$ cat config.mk
export PLATFORM = sky130hd
export DESIGN_NAME = video_output
export DESIGN_NICKNAME = d
export VERILOG_FILES = /design/src/rtl/video_output.sv
export SDC_FILE = /design/constraint.sdc
export NUM_CORES = 1
export LEC_CHECK = 0
export CORE_UTILIZATION = 43
export CTS_CLUSTER_SIZE = 14
export DETAILED_ROUTE_END_ITERATION = 10
export GPL_ROUTABILITY_DRIVEN = 0
export MAX_ROUTING_LAYER = met4
export PLACE_DENSITY = 0.75
export SYNTH_ARGS = -nofsm -noshare
export SYNTH_HDL_FRONTEND = slang
export SYNTH_SLANG_ARGS = --single-unit
$ cat constraint.sdc
create_clock -name clk_pix -period 1.68 [get_ports clk_pix]
set_input_delay 0.336 -clock clk_pix [delete_from_list [all_inputs] [get_ports clk_pix]]
set_output_delay 0.336 -clock clk_pix [all_outputs]
set_load 0.01 [all_outputs]
$ cat src/rtl/video_output.sv
// rtl/video_output.sv - timing delay line, colour blanking, test patterns and frame tracking for VGA output
module video_output #(
  parameter int COLOR_W         = 4,
  parameter int LATENCY         = 2,
  parameter int H_ACTIVE        = 640,
  parameter int V_ACTIVE        = 480,
  parameter bit SYNC_ACTIVE_LOW = 1'b1
) (
  input  logic                 clk_pix,
  input  logic                 resetn,
  input  logic                 hsync_in,
  input  logic                 vsync_in,
  input  logic                 active_in,
  input  logic [9:0]           x_in,
  input  logic [9:0]           y_in,
  input  logic [COLOR_W-1:0]   r_in,
  input  logic [COLOR_W-1:0]   g_in,
  input  logic [COLOR_W-1:0]   b_in,
  input  logic [3*COLOR_W-1:0] solid_in,
  input  logic [1:0]           mode_in,
  output logic [COLOR_W-1:0]   vga_r,
  output logic [COLOR_W-1:0]   vga_g,
  output logic [COLOR_W-1:0]   vga_b,
  output logic                 vga_hsync,
  output logic                 vga_vsync,
  output logic [1:0]           mode_active,
  output logic                 frame_start,
  output logic [15:0]          frame_count
);

  localparam logic SYNC_IDLE = SYNC_ACTIVE_LOW;
  localparam int   TW        = 23;
  localparam int   BAR_LEN   = H_ACTIVE / 8;
  localparam int   BAR_W     = (BAR_LEN > 1) ? $clog2(BAR_LEN) : 1;
  localparam logic [TW-1:0] TIMING_RST = {SYNC_IDLE, SYNC_IDLE, 1'b0, 20'd0};

  logic [TW-1:0] timing_in;
  logic [TW-1:0] timing_dl;
  logic          hsync_dl, vsync_dl, active_dl;
  logic [9:0]    x_dl, y_dl;

  assign timing_in = {hsync_in, vsync_in, active_in, x_in, y_in};
  assign {hsync_dl, vsync_dl, active_dl, x_dl, y_dl} = timing_dl;

  generate
    if (LATENCY == 0) begin : g_no_delay
      assign timing_dl = timing_in;
    end else begin : g_delay
      logic [TW-1:0] pipe_q [LATENCY];
      logic [TW-1:0] pipe_d [LATENCY];

      // shift the timing bundle one stage per pixel clock
      always_comb begin
        pipe_d[0] = timing_in;
        for (int i = 1; i < LATENCY; i++) begin
          pipe_d[i] = pipe_q[i-1];
        end
      end

      // delay stages reset to idle sync, inactive, origin coordinates
      always_ff @(posedge clk_pix or negedge resetn) begin
        if (!resetn) begin
          for (int i = 0; i < LATENCY; i++) pipe_q[i] <= TIMING_RST;
        end else begin
          for (int i = 0; i < LATENCY; i++) pipe_q[i] <= pipe_d[i];
        end
      end

      assign timing_dl = pipe_q[LATENCY-1];
    end
  endgenerate

  logic               vs_prev_q, vs_prev_d;
  logic [BAR_W-1:0]   bar_cnt_q, bar_cnt_d;
  logic [2:0]         bar_k_q, bar_k_d;
  logic [COLOR_W-1:0] r_q, r_d, g_q, g_d, b_q, b_d;
  logic               hsync_q, hsync_d, vsync_q, vsync_d;
  logic [1:0]         mode_q, mode_d;
  logic               fs_q, fs_d;
  logic [15:0]        fcnt_q, fcnt_d;
  logic               fs_det;
  logic [1:0]         mode_eff;
  logic               on_border;

  // frame start is the idle-to-asserted edge of the delayed vsync; the new mode applies on that same pixel
  always_comb begin
    fs_det    = (vsync_dl != SYNC_IDLE) && (vs_prev_q == SYNC_IDLE);
    mode_eff  = fs_det ? mode_in : mode_q;
    on_border = (x_dl == 10'd0) || (x_dl == 10'(H_ACTIVE - 1)) ||
                (y_dl == 10'd0) || (y_dl == 10'(V_ACTIVE - 1));
  end

  // bar counter runs only during active pixels; k saturates on the last (black) bar
  always_comb begin
    bar_cnt_d = bar_cnt_q;
    bar_k_d   = bar_k_q;
    if (!active_dl) begin
      bar_cnt_d = '0;
      bar_k_d   = 3'd0;
    end else if (bar_cnt_q == BAR_W'(BAR_LEN - 1)) begin
      bar_cnt_d = '0;
      if (bar_k_q != 3'd7) bar_k_d = bar_k_q + 3'd1;
    end else begin
      bar_cnt_d = bar_cnt_q + BAR_W'(1);
    end
  end

  // colour selection by mode, then blanking outside the active area
  always_comb begin
    r_d = r_in;
    g_d = g_in;
    b_d = b_in;
    case (mode_eff)
      2'd1: begin
        r_d = solid_in[3*COLOR_W-1:2*COLOR_W];
        g_d = solid_in[2*COLOR_W-1:COLOR_W];
        b_d = solid_in[COLOR_W-1:0];
      end
      2'd2: begin
        r_d = {COLOR_W{~bar_k_q[1]}};
        g_d = {COLOR_W{~bar_k_q[2]}};
        b_d = {COLOR_W{~bar_k_q[0]}};
      end
      2'd3: begin
        if (on_border) begin
          r_d = {COLOR_W{1'b1}};
          g_d = {COLOR_W{1'b1}};
          b_d = {COLOR_W{1'b1}};
        end
      end
      default: ;
    endcase
    if (!active_dl) begin
      r_d = '0;
      g_d = '0;
      b_d = '0;
    end
  end

  // sync pass-through and frame bookkeeping for the output register
  always_comb begin
    hsync_d   = hsync_dl;
    vsync_d   = vsync_dl;
    vs_prev_d = vsync_dl;
    mode_d    = mode_eff;
    fs_d      = fs_det;
    fcnt_d    = fs_det ? fcnt_q + 16'd1 : fcnt_q;
  end

  // single output register stage plus bar and edge-detect state
  always_ff @(posedge clk_pix or negedge resetn) begin
    if (!resetn) begin
      r_q       <= '0;
      g_q       <= '0;
      b_q       <= '0;
      hsync_q   <= SYNC_IDLE;
      vsync_q   <= SYNC_IDLE;
      vs_prev_q <= SYNC_IDLE;
      mode_q    <= 2'd0;
      fs_q      <= 1'b0;
      fcnt_q    <= 16'd0;
      bar_cnt_q <= '0;
      bar_k_q   <= 3'd0;
    end else begin
      r_q       <= r_d;
      g_q       <= g_d;
      b_q       <= b_d;
      hsync_q   <= hsync_d;
      vsync_q   <= vsync_d;
      vs_prev_q <= vs_prev_d;
      mode_q    <= mode_d;
      fs_q      <= fs_d;
      fcnt_q    <= fcnt_d;
      bar_cnt_q <= bar_cnt_d;
      bar_k_q   <= bar_k_d;
    end
  end

  assign vga_r       = r_q;
  assign vga_g       = g_q;
  assign vga_b       = b_q;
  assign vga_hsync   = hsync_q;
  assign vga_vsync   = vsync_q;
  assign mode_active = mode_q;
  assign frame_start = fs_q;
  assign frame_count = fcnt_q;

endmodule

==> impl_metrics.tcl <==
set metrics [dict create \
    outcome "finished with violations" \
    violations "setup timing" \
    grt-busiest-layer "met2" \
    worstRegToRegCells 7 \
    n_antenna_cell 0 \
    r2r_end "vga_g[1]" \
    dp.cells 437 \
    grt_max_degree 90 \
    ctsHoldBuffers 0 \
    rsz0062_at_grt "true" \
    cts_root_buffer "clkbuf_8" \
    fin_crit_ns 1.964 \
    rrSetupSlack_ns -0.28 \
    holdCritPathClass "in2async" \
    row_count 31 \
    finish.instance_area_sq_um 5041 \
    antenna_found_initial 0 \
    slew_headroom_pct 41.68 \
    crit_type "reg2reg" \
    ir_drop_uv 600.1 \
    postPlaceCellArea_sq_um 4343 \
    die_area_sq_um 7869 \
    p_per_area_nw_per_um2 1013 \
    grt_first_pass_wirelength_um 10150 \
    cap_violations 0 \
    finalPower_w 0.005107 \
    vias 2412 \
    layout.cells.non_filler 475 \
    endpoint_kind "flop" \
    fmax_mhz 509.2 \
    fin_nets 426 \
    cts_num_sinks 89 \
    die_width_um 88.71 \
    post-route-period-util_pct 116.9 \
    use_met3_pct 4.664 \
    syn_inst 240 \
    portBuffers 83 \
    finalCoreUtilization_pct 69.50 \
    die_y_um 88.71 \
    ys.warnings.count 0 \
    cts_max_level 3 \
    initial_core_util_pct 44.57 \
    coreArea_sq_um 7253 \
    postRouteAntennaNets 0 \
    met2_usage_pct 28.04 \
    cts_tree "yes" \
    cp.arrival_ns 2.19 \
    grt_pass1_vias 2339 \
    yosysSeqAreaShare_pct 69.12 \
    wirelength_um 7278 \
    syn_to_final_growth_pct 55.92 \
    clock_path_buffers 2 \
    drive_above_1_share_pct 29.26 \
    layout_commonest_cell "dfrtp_1" \
    synth_nets 295 \
    critical_path.max_fanout 7 \
    viasPerCell 5.078 \
    first_iter_violations 102 \
    clk_pin_slew_ns 0.09 \
    worstSetupStartpointType "flop" \
    clock_latency_ns 0.35 \
    ys_types 38 \
    drc 0 \
    met1_usage_pct 20.86 \
    synth_edf_count 0 \
    track_usage_pct 17.75 \
    ys.flop_type "dfrtp_1" \
    tightest_slew_ns 0.8748 \
    cts_buffers 9 \
    wl_per_cell_um 15.32 \
    io_pins 84 \
    synthArstFlopShare_pct 100.0 \
    tns_ns -2.245 \
    critPathRequiredTime_ns 1.90 \
    r2r-start "vga_vsync" \
    finClkSkew_ns 0.008590 \
    overflow 0 \
    final_cell_mix "dfrtp_1, clkdlybuf4s50_1, buf_4" \
    syn_area_per_cell_sq_um 13.47 \
    synth.cell_area_sq_um 3233 \
    setup_ws_ns -0.2837 \
    dp_hpwl_um 4048 \
    slew_viol_final 0 \
    ys_seq_elements 89 \
    fillers 486 \
    p_leak_nw 2.161 \
    finalHoldViolations 0 \
    dr.pass1.iters 4 \
    setup_viol 12 \
]
[worst max path at each step]
stage                    start        to  slack (ns)  cells after the start
finish               vga_vsync  vga_g[1]       -0.28                      7
floorplan            vga_vsync  vga_r[2]      -0.007                      7
detailed placement   vga_vsync  vga_r[3]       -0.18                      7
CTS                  vga_vsync  vga_r[3]       -0.12                      8
global route         vga_vsync  vga_g[1]       -0.35                      7
global placement    mode_in[1]  vga_b[1]       -0.12                      5
[state kept, by name, summed over array words and instances, names as in the netlist]
register and count:
bar_cnt_q 7, bar_k_q 3, frame_count 16, frame_start 1, g_delay.pipe_d 23, mode_active 2
timing_dl 23, vga_b 4, vga_g 4, vga_hsync 1, vga_r 4, vga_vsync 1
[worst max-delay path, stage by stage (launching register included)]
cell      delay [ns]
dfstp_2         0.54
nor2b_4         0.18
buf_12          0.12
mux2i_4         0.28
buf_6           0.14
buf_6           0.12
a21oi_1         0.10
a311oi_1        0.36
[kinds of logic after synthesis]
group                      Yosys count  share of synthesized area [%]
buffers and inverters               11                          1.509
DFF                                 89                          69.12
xor gates and xnor gates            20                          5.418
muxes                                3                          1.083
adders and majority gates            4                          1.548
and+or+nand+nor                     59                          10.64
AOI/OAI and AO/OA                   54                          10.68
[through the flow]
| step | hold slack, ns | setup slack (ns) |
|---|---|---|
| floorplan | 0.04041 | -0.007022 |
| global placement | 0.3339 | -0.1152 |
| detailed placement | 0.3347 | -0.1825 |
| CTS | 0.02048 | -0.1217 |
| global route | 0.04663 | -0.3490 |
| finish | 0.01984 | -0.2837 |
[power by group]
part	total, W	leakage (nW)	switching, W	internal, W
sequential	0.00243	1.09	0.000107	0.00232
combinational	0.00118	0.963	0.000555	0.000625
clock	0.00150	0.108	0.000779	0.000719
total	0.00511	2.16	0.00144	0.00367
[Yosys cell counts, types with 5 or more instances]
| master | count | area (sq um) |
|---|---|---|
| inv_1 | 6 | 22.52 |
| nand4_1 | 10 | 62.56 |
| a21oi_1 | 12 | 60.06 |
| o22ai_1 | 12 | 75.07 |
| a311oi_1 | 12 | 105.1 |
| dfrtp_1 | 83 | 2077 |
| nand2_1 | 11 | 41.29 |
| xor2_1 | 8 | 70.07 |
| nand3_1 | 5 | 25.02 |
| xnor2_1 | 12 | 105.1 |
| dfstp_2 | 6 | 157.7 |
| nor2_1 | 11 | 41.29 |
| o21ai_0 | 12 | 60.06 |
[layout make-up]
class / instances / area (sq um) / share of cell area [%]
clock inverters: 7 / 83.83 / 1.663
repair buffers: 125 / 1229 / 24.37
multi-input cells: 140 / 1222 / 24.25
flip-flops and latches: 89 / 2236 / 44.35
well taps: 99 / 123.9 / 2.457
clock buffers: 9 / 123.9 / 2.457
inverters: 6 / 22.52 / 0.4468
[metal layers]
| layer | vias up | wire, um | part of all wire, % |
|---|---|---|---|
| met5 | - | 0 | 0 |
| met2 | 100 | 3857 | 53 |
| met4 | 0 | 97 | 1.3 |
| met1 | 1165 | 2947 | 40 |
| met3 | 11 | 375 | 5.2 |
| li1 | 1136 | - | - |
[repair_timing]
item / in CTS / in global routing
resized for setup: 36 / 41
pin swaps: 10 / 15
setup buffers: 16 / 9
cloned: 1 / 1
endpoints found under the setup margin: 29 / 27
No activity file was read; power rests on OpenSTA's default activity.
